<file path="src/rtl/matrix_subtractor_seq_if.sv">
// Stream bundle for the element-serial 3x3 matrix subtractor.
// The slave modport is the subtractor's view; master is the producer/consumer side.
interface matrix_subtractor_seq_if #(
    parameter int W = 16
);
    logic         in_valid;
    logic         in_ready;
    logic [W-1:0] in_a;
    logic [W-1:0] in_b;
    logic         out_valid;
    logic         out_ready;
    logic [W-1:0] out_diff;
    logic [3:0]   out_idx;
    logic         out_borrow;
    logic         out_last;
    logic         mat_done;

    modport slave (
        input  in_valid, in_a, in_b, out_ready,
        output in_ready, out_valid, out_diff, out_idx, out_borrow, out_last, mat_done
    );

    modport master (
        output in_valid, in_a, in_b, out_ready,
        input  in_ready, out_valid, out_diff, out_idx, out_borrow, out_last, mat_done
    );
endinterface

</file>
<file path="src/rtl/matrix_subtractor_seq.sv">
// Element-serial 3x3 matrix subtractor D = A - B.
// Loads nine (a,b) pairs, buffers the differences, then drains D row-major.
// Optional macro SUB_SAT_EN: underflowing elements are stored as 0 instead of wrapping.
//
// state   | meaning
// --------+--------------------------------------------------
// S_LOAD  | accepting input pairs, wr_idx_q counts 0..8
// S_DRAIN | presenting buffered D[rd_idx_q] downstream, 0..8
module matrix_subtractor_seq #(
    parameter int W = 16,
    parameter int N = 9
) (
    input  logic                    clk,
    input  logic                    rst_n,
    matrix_subtractor_seq_if.slave  bus
);
    localparam logic [0:0] S_LOAD   = 1'b0;
    localparam logic [0:0] S_DRAIN  = 1'b1;
    localparam logic [3:0] LAST_IDX = 4'(N - 1);

    logic [0:0]   state_q, state_d;
    logic [3:0]   wr_idx_q, wr_idx_d;
    logic [3:0]   rd_idx_q, rd_idx_d;
    logic [W-1:0] diff_q [N];
    logic [N-1:0] brw_q;

    logic         in_fire;
    logic         drain;
    logic         under;
    logic [W-1:0] raw_diff;
    logic [W-1:0] wr_data;

    assign drain    = (state_q == S_DRAIN);
    assign in_fire  = (state_q == S_LOAD) && bus.in_valid && (wr_idx_q <= LAST_IDX);
    assign under    = (bus.in_a < bus.in_b);
    assign raw_diff = bus.in_a - bus.in_b;

`ifdef SUB_SAT_EN
    assign wr_data = under ? '0 : raw_diff;
`else
    assign wr_data = raw_diff;
`endif

    // Next-state and index advance; out-of-range indices are pulled back to 0.
    always_comb begin
        state_d  = state_q;
        wr_idx_d = wr_idx_q;
        rd_idx_d = rd_idx_q;
        case (state_q)
            S_LOAD: begin
                if (wr_idx_q > LAST_IDX) begin
                    wr_idx_d = '0;
                end else if (in_fire) begin
                    if (wr_idx_q == LAST_IDX) begin
                        wr_idx_d = '0;
                        state_d  = S_DRAIN;
                    end else begin
                        wr_idx_d = wr_idx_q + 4'd1;
                    end
                end
            end
            S_DRAIN: begin
                if (rd_idx_q > LAST_IDX) begin
                    rd_idx_d = '0;
                end else if (bus.out_ready) begin
                    if (rd_idx_q == LAST_IDX) begin
                        rd_idx_d = '0;
                        state_d  = S_LOAD;
                    end else begin
                        rd_idx_d = rd_idx_q + 4'd1;
                    end
                end
            end
            default: begin
                state_d  = S_LOAD;
                wr_idx_d = '0;
                rd_idx_d = '0;
            end
        endcase
    end

    // Control registers with synchronous active-low reset.
    always_ff @(posedge clk) begin
        if (!rst_n) begin
            state_q  <= S_LOAD;
            wr_idx_q <= '0;
            rd_idx_q <= '0;
        end else begin
            state_q  <= state_d;
            wr_idx_q <= wr_idx_d;
            rd_idx_q <= rd_idx_d;
        end
    end

    // Difference/borrow buffer; contents are don't-care after reset, so no reset term.
    always_ff @(posedge clk) begin
        if (rst_n && in_fire) begin
            diff_q[wr_idx_q] <= wr_data;
            brw_q[wr_idx_q]  <= under;
        end
    end

    assign bus.in_ready   = (state_q == S_LOAD);
    assign bus.out_valid  = drain;
    assign bus.out_idx    = rd_idx_q;
    assign bus.out_diff   = drain ? diff_q[rd_idx_q] : '0;
    assign bus.out_borrow = drain & brw_q[rd_idx_q];
    assign bus.out_last   = drain && (rd_idx_q == LAST_IDX);
    assign bus.mat_done   = drain && (rd_idx_q == LAST_IDX) && bus.out_ready;
endmodule

</file>
<file path="src/flat_wrapper.sv">
// flat-port wrapper written by rule: the top's interface ports become plain ports
module matrix_subtractor_seq_flat 
#(
    parameter int W = 16,
    parameter int N = 9
)
  (clk, rst_n, bus_in_valid, bus_in_a, bus_in_b, bus_out_ready, bus_in_ready, bus_out_valid, bus_out_diff, bus_out_idx, bus_out_borrow, bus_out_last, bus_mat_done);
  matrix_subtractor_seq_if #(.W(W)) bus_i ();
  input  logic clk;
  input  logic rst_n;
  input wire logic [$bits(bus_i.in_valid)-1:0] bus_in_valid;
  input wire logic [$bits(bus_i.in_a)-1:0] bus_in_a;
  input wire logic [$bits(bus_i.in_b)-1:0] bus_in_b;
  input wire logic [$bits(bus_i.out_ready)-1:0] bus_out_ready;
  output wire logic [$bits(bus_i.in_ready)-1:0] bus_in_ready;
  output wire logic [$bits(bus_i.out_valid)-1:0] bus_out_valid;
  output wire logic [$bits(bus_i.out_diff)-1:0] bus_out_diff;
  output wire logic [$bits(bus_i.out_idx)-1:0] bus_out_idx;
  output wire logic [$bits(bus_i.out_borrow)-1:0] bus_out_borrow;
  output wire logic [$bits(bus_i.out_last)-1:0] bus_out_last;
  output wire logic [$bits(bus_i.mat_done)-1:0] bus_mat_done;
  assign bus_i.in_valid = bus_in_valid;
  assign bus_i.in_a = bus_in_a;
  assign bus_i.in_b = bus_in_b;
  assign bus_i.out_ready = bus_out_ready;
  assign bus_in_ready = bus_i.in_ready;
  assign bus_out_valid = bus_i.out_valid;
  assign bus_out_diff = bus_i.out_diff;
  assign bus_out_idx = bus_i.out_idx;
  assign bus_out_borrow = bus_i.out_borrow;
  assign bus_out_last = bus_i.out_last;
  assign bus_mat_done = bus_i.mat_done;
  matrix_subtractor_seq #(.W(W), .N(N)) u_core (.clk(clk), .rst_n(rst_n), .bus(bus_i));
endmodule
</file>
<file path="config.mk">
export PLATFORM = sky130hd
export DESIGN_NAME = matrix_subtractor_seq_flat
export DESIGN_NICKNAME = d
export VERILOG_FILES = /design/src/rtl/matrix_subtractor_seq_if.sv /design/src/rtl/matrix_subtractor_seq.sv /design/src/flat_wrapper.sv
export SDC_FILE = /design/constraint.sdc
export NUM_CORES = 1
export LEC_CHECK = 0
export BUFFER_PORTS_ARGS = -buffer_cell sky130_fd_sc_hd__buf_2
export CORE_MARGIN = 8
export CORE_UTILIZATION = 50
export DETAILED_ROUTE_END_ITERATION = 10
export GPL_TIMING_DRIVEN = 1
export PLACE_DENSITY = 0.67
export SLEW_MARGIN = 30
export SYNTH_ARGS = -nofsm -noshare
export SYNTH_HDL_FRONTEND = slang
export SYNTH_SLANG_ARGS = --single-unit
</file>
<file path="constraint.sdc">
create_clock -name clk -period 2.3 [get_ports clk]
set_input_delay 0.115 -clock clk [delete_from_list [all_inputs] [get_ports clk]]
set_output_delay 0.115 -clock clk [all_outputs]
set_load 0.02 [all_outputs]
</file>
==> metrics.txt <==
Bufs on Longest Clock Path=2; critical path required time=2.18 ns; fraction of registers with async set/reset=0%; Worst Hold Depth=3; # H-tree levels=4; Die Area=18920 um2; Hold WC Path Type=input pin to flop; CTS buffer count=17; Syn Inst Count=486; Hold EP=u_core.bus.out_valid; worst r2r path cells=5; worst clock skew=0.005905 ns; Final min period=2.304 ns; GRT Total Usage=16.59%; CTS tree=yes; Pwr Total=6725 uW; Final ANT Viol Nets=0; aggregate global routing overflow=0; Synth Area per Inst=15.20 um2; final instance area=8746 um2; initial antenna violation count=0; register area=4858 um2; Final Cycle Share=100.2%; Core Area=14480 um2; fillers=1077; Clk Tree Root Cell=clkbuf_16; syn_nets=545; Min Hold Slack=0.04759 ns; # clock sinks=166; worst r2r src=u_core.bus.out_valid; Initial Util=51.01%; number of global-route vias before repair=4347; Site Rows=44; critical path class=flop to output port; placed inst area=8078 um2; Main synth FF type=edfxtp_1; Port Buffers=60; fmax=434.1 MHz; DRC=0; Post-Syn Area=7386 um2; sequential share of the synthesized area=65.73%; max-cap violations=0; Slew Limit Fails=0; PwrDens=768.9 nW/um2; static leakage=0.003096 uW; Die Y=137.5 um; status=complete, but fails checks; nets=638; Top Ports=61; maximum VDD drop=0.5205 mV; R2R setup slack=0.48 ns; Slew headroom=49.44%; routed wire length per instance=19.46 um; Synth Register Bits=166; startpoint types=flop; clock slew at reported path FFs=0.06 ns; crit path max fanout=6; fin worst setup slack=-0.003813 ns; setup tns final=-0.004692 ns; RSZ-0062 raised after global routing=yes; largest net degree at the start of global routing=33; Hold Fails Final Rpt=0; violated checks=setup timing; Vias/cell=5.567; Least-Margin Pin Slew=0.7530 ns; Ys Warns=0; worst-skew pair later-pin latency=0.41 ns; worst r2r dst=u_core.diff_q[5][7]; layout cells sized above 1=26.69%; EDFF count, synth=153; RD Place Congestion=0.8723; die width=137.5 um; hold_sp=bus_out_ready; Worst setup EP type=output port; multi-input logic area=2293 um2; Post-CTS Hold Fix Bufs=0; # setup viols final=2; DR pass1 iterations=4; Diodes inserted=0; DRT Wirelength=15100 um; Synth cell types=41; global-route wire length before repair=23280 um; Vias=4320; Detailed Place HPWL=9413 um; Area growth syn-to-layout=18.41%; DRT iter0 DRCs=357; Arr. time, crit path=2.19 ns
[per-stage QoR]
stage	cells	setup slack (ns)	utilization (%)
finish	776	-0.003813	60.40
global route	776	-0.1046	60.40
CTS	770	-0.04130	59.70
floorplan	486	0.2664	-
detailed placement	736	-0.05713	55.79
global placement	736	0.02375	55.79
[critical path: stages, from the launching register on]
cell and delay (ns):
dfxtp_4 0.42, buf_12 0.15, buf_12 0.11, mux4_2 0.50, mux2i_1 0.15, nor2_1 0.06, a21oi_1 0.13, nor2_1 0.09
buf_4 0.18
[final cells by class]
type,instances,area share [%]
timing repair buffer,92,8.369
sequential,166,55.55
clock inverter,15,1.202
inverter,27,1.159
clock buffer,17,4.864
tap,184,2.632
multi-input combinational,275,26.22
[kinds of logic after synthesis]
| group | share of synthesized area, % |
|---|---|
| AOI/OAI and AO/OA | 5.370 |
| xor gates and xnor gates | 1.423 |
| adders and majority gates | 3.998 |
| buffers and inverters | 3.168 |
| DFF | 65.73 |
| muxes | 12.86 |
| and+or+nand+nor | 7.454 |
[cells in the final DEF, fill, tap and decap left out, types with 5 or more instances in the layout]
| cell type | instances |
|---|---|
| xor2_1 | 6 |
| ha_1 | 22 |
| nor2_1 | 49 |
| nor3_1 | 6 |
| inv_1 | 26 |
| buf_12 | 11 |
| clkinvlp_4 | 5 |
| mux2i_1 | 18 |
| nor2b_1 | 7 |
| and2_1 | 9 |
| nand3_1 | 7 |
| o21ai_0 | 17 |
| nand2_1 | 20 |
| xnor2_1 | 6 |
| buf_2 | 55 |
| mux4_2 | 34 |
| buf_4 | 23 |
| edfxtp_1 | 153 |
| a21oi_1 | 37 |
| clkbuf_16 | 18 |
| dfxtp_1 | 12 |
[how the worst max path moves through the flow]
| stage | from | endpoint | slack (ns) | cells after the start |
|---|---|---|---|---|
| after floorplan | u_core.bus.out_valid | u_core.brw_q[3] | 0.27 | 6 |
| after global placement | bus_in_b[0] | u_core.diff_q[8][10] | 0.02 | 9 |
| after detailed placement | bus_in_b[0] | u_core.diff_q[5][10] | -0.06 | 9 |
| after CTS | flop | bus_out_diff[2] | -0.04 | 8 |
| after global routing | flop | bus_out_diff[14] | -0.10 | 8 |
| final | flop | bus_out_diff[14] | -0.004 | 8 |
[routing by layer]
metal	wire [um]	global-route usage, %
met2	7305	25.98
met3	994	3.756
met4	229	6.518
met5	0	0
met1	6572	22.10
[state kept, by name (all words and copies together) (netlist names), named ones only]
signal,count
u_core.wr_idx_q,4
u_core.brw_q,9
u_core.bus.out_valid,1
u_core.diff_q,144
u_core.bus.out_idx,4
[synthesized netlist by cell type (7+ instances only)]
cell type	instances	share of area, %
edfxtp_1	153	62
nor2_1	49	2.5
a21oi_1	37	2.5
mux4_2	33	10
inv_1	26	1.3
ha_1	22	3.7
nand2_1	20	1.0
mux2i_1	18	2.4
o21ai_0	17	1.2
dfxtp_1	13	3.5
and2_1	9	0.76
clkbuf_1	7	0.36
nand3_1	7	0.47
nor2b_1	7	0.59
[what timing repair did]
item,in CTS,in global routing
buffers inserted,1,5
pin swaps,0,3
gates resized for setup,4,5
endpoints found under the setup margin,7,10
cloned,1,1
[power breakdown]
| group | switching [uW] | leakage, uW | total, uW | internal (uW) |
|---|---|---|---|---|
| combinational | 434 | 0.00136 | 716 | 281 |
| sequential | 23.4 | 0.00149 | 3510 | 3490 |
| clock | 1120 | 0.000250 | 2500 | 1380 |
| total | 1580 | 0.00310 | 6720 | 5150 |
No activity file was read; power rests on OpenSTA's default activity.
